## src/rtl/gpio_pkg.sv

```systemverilog
// Shared constants for the GPIO register port: field widths, the idle port value
// and the fixed read latency seen by bus requesters.
package gpio_pkg;

  localparam int GPIO_AW     = 8;
  localparam int GPIO_DW     = 32;
  localparam int GPIO_BEW    = 4;
  localparam int GPIO_RD_LAT = 2;

  typedef struct packed {
    logic [GPIO_AW-1:0]  addr_in;
    logic [GPIO_AW-1:0]  addr_out;
    logic [GPIO_BEW-1:0] size_decode;
    logic [GPIO_DW-1:0]  data_in;
  } gpio_port_t;

  localparam gpio_port_t PORT_IDLE = '0;

endpackage

```

## src/rtl/rr_arbiter.sv

```systemverilog
// Round-robin arbiter: one-hot grant from req and the last-granted pointer.
// Grant is forced low during reset; last advances only when something is granted.
module rr_arbiter #(
  parameter int REQ_NUM = 2,
  parameter int LW      = $clog2(REQ_NUM)
) (
  input  logic               clk,
  input  logic               rst,
  input  logic [REQ_NUM-1:0] req,
  input  logic               adv,
  output logic [REQ_NUM-1:0] gnt,
  output logic [LW-1:0]      last
);

  logic [LW-1:0] last_q, last_d;
  logic [LW-1:0] idx;
  logic [LW-1:0] win_idx;
  logic          found;

  // Scan from last+1 upward, wrapping, and take the first requester seen.
  always_comb begin
    gnt     = '0;
    found   = 1'b0;
    idx     = '0;
    win_idx = last_q;
    for (int k = 1; k <= REQ_NUM; k++) begin
      idx = LW'((int'(last_q) + k) % REQ_NUM);
      if (!found && req[idx]) begin
        gnt[idx] = 1'b1;
        win_idx  = idx;
        found    = 1'b1;
      end
    end
    if (rst) begin
      gnt = '0;
    end
  end

  always_comb begin
    last_d = last_q;
    if (adv && found && !rst) begin
      last_d = win_idx;
    end
  end

  always_ff @(posedge clk) begin
    if (rst) begin
      last_q <= LW'(REQ_NUM - 1);
    end else begin
      last_q <= last_d;
    end
  end

  assign last = last_q;

endmodule

```

## src/rtl/gpio_bus_arbiter.sv

```systemverilog
// Shares one GPIO register port between REQ_NUM requesters: round-robin grant,
// registered port drive (stage 1) and a read-return pipeline routing rvalid.
module gpio_bus_arbiter
  import gpio_pkg::*;
#(
  parameter int REQ_NUM = 2
) (
  input  logic                         clk,
  input  logic                         rst,
  input  logic [REQ_NUM-1:0]           req,
  input  logic [REQ_NUM-1:0]           we,
  input  logic [GPIO_AW*REQ_NUM-1:0]   addr,
  input  logic [GPIO_BEW*REQ_NUM-1:0]  be,
  input  logic [GPIO_DW*REQ_NUM-1:0]   wdata,
  output logic [REQ_NUM-1:0]           gnt,
  output logic [REQ_NUM-1:0]           rvalid,
  output logic [GPIO_DW-1:0]           rdata,
  output logic [GPIO_AW-1:0]           addrIn,
  output logic [GPIO_AW-1:0]           addrOut,
  output logic [GPIO_BEW-1:0]          sizeDecode,
  output logic [GPIO_DW-1:0]           dataIn,
  input  logic [GPIO_DW-1:0]           dataOut,
  output logic [$clog2(REQ_NUM)-1:0]   dbg_last
);

  // Handshake: a requester holds req[i] and its fields stable until gnt[i];
  // the access is accepted in the cycle gnt[i] is high, with no back-pressure after.

  gpio_port_t         port_q, port_d;
  logic [REQ_NUM-1:0] rd_pipe_q [GPIO_RD_LAT];

  rr_arbiter #(.REQ_NUM(REQ_NUM)) u_rr (
    .clk  (clk),
    .rst  (rst),
    .req  (req),
    .adv  (|gnt),
    .gnt  (gnt),
    .last (dbg_last)
  );

  always_comb begin
    port_d = PORT_IDLE;
    for (int i = 0; i < REQ_NUM; i++) begin
      if (gnt[i]) begin
        if (we[i]) begin
          port_d.addr_in     = addr[GPIO_AW*i +: GPIO_AW];
          port_d.data_in     = wdata[GPIO_DW*i +: GPIO_DW];
          port_d.size_decode = be[GPIO_BEW*i +: GPIO_BEW];
        end else begin
          port_d.addr_out    = addr[GPIO_AW*i +: GPIO_AW];
        end
      end
    end
  end

  // Read ownership travels alongside the access so the reply reaches its issuer.
  always_ff @(posedge clk) begin
    if (rst) begin
      port_q <= PORT_IDLE;
      for (int s = 0; s < GPIO_RD_LAT; s++) begin
        rd_pipe_q[s] <= '0;
      end
    end else begin
      port_q       <= port_d;
      rd_pipe_q[0] <= gnt & ~we;
      for (int s = 1; s < GPIO_RD_LAT; s++) begin
        rd_pipe_q[s] <= rd_pipe_q[s-1];
      end
    end
  end

  assign addrIn     = port_q.addr_in;
  assign addrOut    = port_q.addr_out;
  assign sizeDecode = port_q.size_decode;
  assign dataIn     = port_q.data_in;
  assign rvalid     = rd_pipe_q[GPIO_RD_LAT-1];
  assign rdata      = dataOut;

endmodule

```

## config.mk

```make
export PLATFORM = sky130hd
export DESIGN_NAME = gpio_bus_arbiter
export DESIGN_NICKNAME = d
export VERILOG_FILES = /design/src/rtl/gpio_pkg.sv /design/src/rtl/rr_arbiter.sv /design/src/rtl/gpio_bus_arbiter.sv
export SDC_FILE = /design/constraint.sdc
export NUM_CORES = 1
export LEC_CHECK = 0
export ABC_AREA = 1
export BUFFER_PORTS_ARGS = -buffer_cell sky130_fd_sc_hd__buf_2
export CAP_MARGIN = 0
export CORE_MARGIN = 2
export CORE_UTILIZATION = 40
export DETAILED_ROUTE_END_ITERATION = 7
export HOLD_SLACK_MARGIN = 0.12
export PLACE_DENSITY = 0.77
export RECOVER_POWER = 25
export SYNTH_ARGS = -nofsm -noshare
export SYNTH_HDL_FRONTEND = slang
export SYNTH_SLANG_ARGS = --single-unit
export TNS_END_PERCENT = 1
```

## constraint.sdc

```tcl
create_clock -name clk -period 2.5 [get_ports clk]
set_input_delay 0.375 -clock clk [delete_from_list [all_inputs] [get_ports clk]]
set_output_delay 0.375 -clock clk [all_outputs]
set_load 0.01 [all_outputs]
```

# Word-level counts from Yosys, hierarchy flattened

Memories as Yosys holds them, arrays and structs flattened.
Index checks and enable logic that the tools add are counted.
W data, S select, Z words.

Register bits after elaboration: 53
RAM bits: 4
Bits of input ports: 126
Output and inout port bits: 89
Word-level logic and storage cells: 55
Memories: 1

Memory list:

| memory    | words | width | rd ports | clocked after Yosys merged registers in | wr ports | RTL line               | text |
|---|---|---|---|---|---|---|---|
| rd_pipe_q | 2     | 2     | 2        | 0                                       | 2        | gpio_bus_arbiter.sv:30 | `logic [REQ_NUM-1:0] rd_pipe_q [GPIO_RD_LAT];` |

$add $sub $neg: 2
Magnitude comparators: 4
Mux-type cells: 28
Bitwise logic cells: 5
Reduce and logical (&&, ||, !) cells: 10

Operators with widths:

| operator              | number |
|---|---|
| $mux W52              | 2 |
| $mux W36              | 2 |
| $mux W8               | 4 |
| $mux W1               | 13 |
| $mux W2               | 5 |
| $logic_and A1 B1 Y1   | 5 |
| $lt A1 B2 Y1 const B  | 2 |
| $add A1 B1 Y1 const B | 2 |
| $and A2 B2 Y2         | 1 |
| $demux W1 S1          | 2 |
| $ge A1 B1 Y1 const B  | 2 |
| $logic_not A1 Y1      | 2 |
| $not A2 Y2            | 1 |
| $or A1 B1 Y1          | 2 |
| $or A2 B2 Y2          | 1 |
| $reduce_and A2 Y1     | 1 |
| $reduce_bool A2 Y1    | 1 |
| $reduce_or A2 Y1      | 1 |

# Longest topological paths before layout

Gate-level depths: netlist (run 1).

Depth after elaboration: 13
Depth in mapped cells: 8
Depth with buffers taken out: 6

# Hierarchy

A second synthesis (run 1) with hierarchy kept.

Cell total of the unflattened synthesis: 399
Area total of the unflattened synthesis: 2731.4 um^2

By module, submodules not included:

| module           | instances | cells each | area an instance (um^2) | seq. area each (um^2) |
|---|---|---|---|---|
| gpio_bus_arbiter | 1         | 388        | 2668.8                  | 1121.1 |
| rr_arbiter       | 1         | 11         | 62.6                    | 20.0 |

# Least setup slack after synthesis (run 1)

OpenSTA, ideal clock, no wires.

Path kind: input to register
Start: input we[1]
End: register port_q (netlist bit addrIn[0])
Setup time: 109 ps
Arrival time: 1081 ps
Required time: 2391 ps
Path slack: 1310 ps
Stages on the path: 5
Path buffers: 2
Path through: buf_2 > clkbuf_1 > nand4_1 > nand2_1 > inv_1

Longest elaborated chain between the ends: 2

RTL lines:

| what                   | RTL line               | text |
|---|---|---|
| start: declaration     | gpio_bus_arbiter.sv:11 | `input logic [REQ_NUM-1:0] we,` |
| $mux W8                | gpio_bus_arbiter.sv:45 | `if (we[i]) begin` |
| $mux W52               | gpio_bus_arbiter.sv:44 | `if (gnt[i]) begin` |
| end signal: assignment | gpio_bus_arbiter.sv:64 | `port_q <= port_d;` |
| end: declaration       | gpio_bus_arbiter.sv:29 | `gpio_port_t port_q, port_d;` |

No other way between the ends.
A chain may end at the register's enable or synchronous reset.

# Worst setup path in the final report (run 1)

Start: register u_rr.last_q, in the netlist u_rr.last
End: output gnt[0]

Longest elaborated chain between the ends: 9
Elaborated cells between the ends (all ways): 23
Classes of those cells: add/sub (2); order compare (4); mux (12); bitwise (1); reduce/logical (4)

RTL lines:

| what                                                                      | RTL line               | text |
|---|---|---|
| start: declaration                                                        | rr_arbiter.sv:15       | `logic [LW-1:0] last_q, last_d;` |
| start signal: assignment                                                  | rr_arbiter.sv:48       | `last_q <= LW'(REQ_NUM - 1);` |
| start signal: assignment                                                  | rr_arbiter.sv:50       | `last_q <= last_d;` |
| $add A1 B1 Y1                                                             | rr_arbiter.sv:27       | `idx = LW'((int'(last_q) + k) % REQ_NUM);` |
| $lt A1 B2 Y1 (implied by the code) / $ge A1 B1 Y1 (equally long branches) | rr_arbiter.sv:29       | `gnt[idx] = 1'b1;` |
| $logic_and A1 B1 Y1 (implied by the code)                                 | rr_arbiter.sv:29       |  |
| $mux W1 (implied by the code)                                             | rr_arbiter.sv:29       |  |
| $demux W1 S1                                                              | -                      |  |
| $mux W2                                                                   | rr_arbiter.sv:28       | `if (!found && req[idx]) begin` |
| $or A2 B2 Y2 (no line)                                                    | -                      |  |
| $mux W2 *                                                                 | rr_arbiter.sv:28       |  |
| $mux W2 *                                                                 | rr_arbiter.sv:34       | `if (rst) begin` |
| end: declaration                                                          | gpio_bus_arbiter.sv:15 | `output logic [REQ_NUM-1:0] gnt,` |

Every way passes the cells marked *; elsewhere a longest branch is shown, timed or not. The select of a mux whose other input is x is not followed.

==> results of run 1 <==
cells in the final DEF (no fill, tap or decap), types with 3 or more instances in the layout:
cell type  instances
nand3_1           13
buf_4              6
clkbuf_1           3
clkbuf_8          11
dfxtp_1           57
inv_2              3
buf_2            148
nand2_2            3
inv_1            102
nand3b_1          32
nor2_1            13
nor2_4             4
nand4_1           43
nand2_1          155
cell families (layout without fill, tap and decap cells):
kind of cell           after synthesis  after routing  share of synthesized area [%]
buffers and inverters              170            277                           24.9
and+or+nand+nor                    264            264                           39.7
DFF                                 57             57                           35.2
AOI/OAI and AO/OA                    1              1                          0.231
registers in the layout, summed over array words and instances, names as in the netlist:
register / cells
sizeDecode: 4
addrOut: 8
rd_pipe_q: 4
addrIn: 8
dataIn: 32
u_rr.last: 1
area by class of cell:
type	count	area, µm²	share of cell area, %
Timing Repair Buffer	156	793	20.0
Sequential cell	57	1140	28.8
Clock buffer	12	155	3.92
Inverter	105	394	9.95
Multi-Input combinational cell	265	1300	32.8
Tap cell	102	128	3.22
Clock inverter	4	51.3	1.30
how the worst min path moves through the flow:
stage | endpoint | depth (start not counted)
global route | addrOut[1]$_SDFF_PP0_ | 3
global placement | rd_pipe_q[0][3]$_SDFF_PP0_ | 2
floorplan | rd_pipe_q[0][2]$_SDFF_PP0_ | 2
detailed placement | rd_pipe_q[0][3]$_SDFF_PP0_ | 2
finish | addrOut[0]$_SDFF_PP0_ | 3
CTS | addrOut[0]$_SDFF_PP0_ | 3
where the power goes:
group          switching [mW]  total, mW  internal [mW]
Sequential             0.0121      0.966          0.954
Clock                   0.376      0.891          0.515
Combinational           0.225      0.372          0.147
metrics by stage:
| stage | hold WS, ns | util, % | power, mW |
|---|---|---|---|
| final | 0.248 | 50.7 | 2.23 |
| after global routing | 0.247 | 50.7 | 2.35 |
| after CTS | 0.231 | 50.8 | 2.26 |
| after detailed placement | 0.399 | 48.1 | 1.36 |
| after global placement | 0.394 | 48.1 | 1.35 |
| after floorplan | 0.388 | - | 1.25 |
worst max-delay path: stages (launching register included):
cell and delay, ns:
dfxtp_1 0.42, inv_1 0.09, nand2_2 0.35, nand2_1 0.19, inv_1 0.12, buf_2 0.13
layer usage:
layer | vias to the layer above | wire [µm]
li1 | 1649 | -
met1 | 1454 | 3580
met2 | 154 | 5180
met3 | 22 | 705
met4 | 0 | 254
met5 | - | 0
==> out/summary.txt, run 1 <==
status = finished clean
dominant cell type by area after synthesis = dfxtp_1
Slew @ Worst Pin = 0.835 ns
Synth top area share = 35.2%
CTS Root Cell = clkbuf_8
Max Slew Vio Count = 0
post-route cell area = 3960 µm²
DRC Markers = 0
Tcrit/Tclk final = 80.3%
# IOs = 215
flop and latch count out of synthesis = 57
pwr dens = 563 nW/µm²
part of the Yosys area used for sequential elements = 35.2%
Pleak = 2.57 nW
post_cts resized = 0
share of layout cells above drive strength 1 = 30.1%
Max Cap Violations = 0
Final ANT Viol Nets = 0
M1 GR Usage = 23.4%
grt met2 use = 40.1%
Die ar. = 8850 µm²
met3 usage = 5.54%
Synth warnings = 0
initial antenna violation count = 0
Post-synth EDFFs = 0
clk_lat worst skew = 0.33 ns
first-pass GRT wire length = 15200 µm
final WL = 9720 µm
Critical R2R Launch = u_rr.last$_SDFFE_PP1P_
hpwl dp = 6980 µm
Longest Clk Path Bufs = 2
worst clock skew = 0.00678 ns
post-route insts no fill = 701
Worst Setup Slack post-DPL = 0.532 ns
r2r setup slk = 0.66 ns
Critical path origin = u_rr.last$_SDFFE_PP1P_
CP arrival = 1.63 ns
ys async rst share = 0%
Num CTS Buffers = 9
largest net degree at the start of global routing = 46
Rows = 32
critical path class = register to output port
DP Area = 3760 µm²
post-synthesis cell count = 492
Tmin final = 2.01 ns
ys flop type = dfxtp_1
initial cell density of the core = 41.6%
antenna cells = 0
Clock Pin Slew Worst Setup and Hold Paths = 0.07 ns
die extent in y = 94.1 µm
CP Capture Type = output port
filler cell count = 808
f_max = 498 MHz
Final #Nets = 720
DR WL/cell = 13.9 µm
area grow syn2layout = 22.0%
cell area after synthesis = 3250 µm²
drt pass-1 iters = 5
Worst Setup Slack, final = 0.492 ns
total core area = 7810 µm²
crit path max fanout = 23
vias in the first global route = 3304
placed cell count = 685
syn_nets = 618
Final GP Congestion = 0.795
via count = 3279
# setup viols final = 0
port buffer count = 150
WP data required = 2.12 ns
TritonCTS clock tree = yes
final setup TNS = 0 ns
Max-slew headroom = 44.3%
min-delay src = addr[0]
synth top area cells = dfxtp_1 (35%), nand2_1 (18%), inv_1 (12%), buf_4 (9.0%), nand4_1 (8.3%)
Chip Width = 94.1 µm
most numerous cell in the Yosys netlist = nand2_1
total track usage = 21.9%
cts hold-fix bufs = 0
Hold WC Path Type = input port to register
DRT iter0 DRCs = 107
Max IR drop VDD = 0.303 mV
Post-CTS Repair Setup Buffers = 0
Reg2Reg Depth = 5
Critical R2R Capture = dataIn[0]$_SDFF_PP0_
via/cell ratio = 4.68
busiest grt layer = met2
Remaining Overflow, GRT = 0
Hold Violations, Final = 0
startpoint types = register
H-tree levels = 3
Distinct cells, synth = 15
top post-synthesis cells by count = nand2_1 (155), inv_1 (102), dfxtp_1 (57)
RSZ-0062 raised after global routing = no
Worst Setup EP = gnt[0]
Synth Area per Inst = 6.60 µm²
clk sink count = 57
Power figures use the tool's default switching activity.
==> run 2, diff against run 1 <==
==> constraint.sdc (replaced) <==
create_clock -name clk -period 1.9 [get_ports clk]
set_input_delay 0.285 -clock clk [delete_from_list [all_inputs] [get_ports clk]]
set_output_delay 0.285 -clock clk [all_outputs]
set_load 0.01 [all_outputs]
==> out/summary.txt, run 2 (synthesized netlist as in run 1, its figures left out) <==
clk sink count = 57 (unchanged)
Longest Clk Path Bufs = 2 (unchanged)
status = finished clean
Chip Width = 94.1 µm (unchanged)
clock network fraction of total power = 42.6% (+2.6 points)
commonest non-fill, non-tap cell in the layout = nand2_1
# IOs = 215 (unchanged)
worst clock skew = 0.00953 ns (+0.00274 ns)
first-pass GRT wire length = 14500 µm (-4.8%)
via/cell ratio = 4.71 (+0.71%)
critical path class = register to output port
share of layout cells above drive strength 1 = 30.7% (+0.63 points)
max FFs per register = 32 (unchanged)
WP data required = 1.62 ns (-0.50 ns)
Reg2Reg Depth = 5 (unchanged)
Hold WC Path Type = input port to register
hpwl dp = 6990 µm (+0.24%)
Seq pwr share = 41.3% (-2.0 points)
total track usage = 21.2% (-0.71 points)
Max Slew Vio Count = 0 (unchanged)
cell internal pwr = 2.20 mW (+36%)
RSZ-0062 raised after global routing = no
f_max = 675 MHz
CTS Root Cell = clkbuf_8
Hold Violations, Final = 0 (unchanged)
Rows = 32 (unchanged)
port buffer count = 150 (unchanged)
Comb pwr share = 16.1% (-0.6 points)
H-tree levels = 3 (unchanged)
placed cell count = 689 (+0.58%)
CP arrival = 1.20 ns (-0.43 ns)
Num CTS Buffers = 9 (unchanged)
filler cell count = 797 (-1.4%)
drt pass-1 iters = 4 (-1)
area grow syn2layout = 23.7%
cts hold-fix bufs = 0 (unchanged)
Final GP Congestion = 0.847 (+6.6%)
Max-slew headroom = 57.4% (+13 points)
Max IR drop VDD = 0.370 mV (+22%)
Clock Pin Slew Worst Setup and Hold Paths = 0.08 ns (about the same)
initial cell density of the core = 41.6% (unchanged)
vias in the first global route = 3043 (-7.9%)
initial antenna violation count = 0 (unchanged)
total core area = 7810 µm² (unchanged)
Tcrit/Tclk final = 78.0%
TritonCTS clock tree = yes
die extent in y = 94.1 µm (unchanged)
Post-CTS Repair Setup Buffers = 0 (unchanged)
Final #Nets = 724 (+0.56%)
DR WL/cell = 13.5 µm (-2.7%)
Sw Ratio = 28.2% (+0.72 points)
Slew @ Worst Pin = 0.638 ns (-0.197 ns)
Remaining Overflow, GRT = 0 (unchanged)
post-route insts no fill = 705 (+0.57%)
Final ANT Viol Nets = 0 (unchanged)
Pleak = 2.61 nW (+1.5%)
pwr dens = 765 nW/µm² (+36%)
most frequent cells in the layout = nand2_1 (156), buf_2 (150), inv_1 (102), dfxtp_1 (57), nand4_1 (43)
crit path max fanout = 3 (-87%)
utilization after layout = 51.4% (+0.71 points)
final setup TNS = 0 ns (unchanged)
Max Cap Violations = 0 (unchanged)
Hold Slack = 0.151 ns (-0.0971 ns)
largest net degree at the start of global routing = 45 (-2.2%)
via count = 3321 (+1.3%)
Tmin final = 1.48 ns
Die ar. = 8850 µm² (unchanged)
final WL = 9510 µm (-2.2%)
antenna cells = 0 (unchanged)
Min-Delay Path Depth = 3 (unchanged)
clk_lat worst skew = 0.33 ns (about the same)
CP Capture Type = output port
DRC Markers = 0 (unchanged)
Switching Power = 0.867 mW (+41%)
DRT iter0 DRCs = 170 (+59%)
startpoint types = register
post_cts resized = 0 (unchanged)
# setup viols final = 0 (unchanged)
run 2: cell type report:
cell class	count	area (µm²)	share of cell area, %
multi-input combinational	265	1290	32.1
sequential	57	1140	28.4
timing repair buffer	160	838	20.9
inverter	105	394	9.82
tap	102	128	3.18
clock buffer	9	124	3.09
clock inverter	7	103	2.56
run 2: final timing paths:
path	startpoint	to	slack, ns
max	u_rr.last$_SDFFE_PP1P_	gnt[0]	0.42
min reg2reg	rd_pipe_q[0][0]$_SDFF_PP0_	rd_pipe_q[0][2]$_SDFF_PP0_	0.41
max reg2reg	u_rr.last$_SDFFE_PP1P_	dataIn[28]$_SDFF_PP0_	0.47
min	addr[4]	addrOut[4]$_SDFF_PP0_	0.15
run 2: per-layer routing:
layer	part of all wire, %	global-route usage, %	vias to the layer above
met3	8.0	5.70	22
met2	53	38.9	162
met4	2.0	8.45	0
li1	-	-	1661
met5	0	0	-
met1	37	22.9	1476
run 2: critical path, stage by stage, from the launching register on:
cell	delay, ns
dfxtp_1	0.38
inv_1	0.07
nand2_1	0.09
nand2_1	0.10
inv_1	0.09
buf_2	0.13
run 2: power groups by stage:
| stage | registers (mW) | logic [mW] | clock network (mW) |
|---|---|---|---|
| 2_1_floorplan | 1.33 | 0.317 | 0 |
| 3_3_place_gp | 1.30 | 0.491 | 0 |
| 3_5_place_dp | 1.30 | 0.501 | 0 |
| 4_1_cts | 1.27 | 0.503 | 1.34 |
| 5_1_grt | 1.27 | 0.556 | 1.40 |
| 6_report | 1.27 | 0.493 | 1.31 |
run 2: through the flow:
step                area, µm²  setup slack, ns  power [mW]
global route             4020            0.311        3.23
detailed placement       3800            0.260        1.80
CTS                      4030            0.412        3.11
global placement         3800            0.309        1.79
floorplan                3250            0.795        1.65
finish                   4020            0.419        3.07
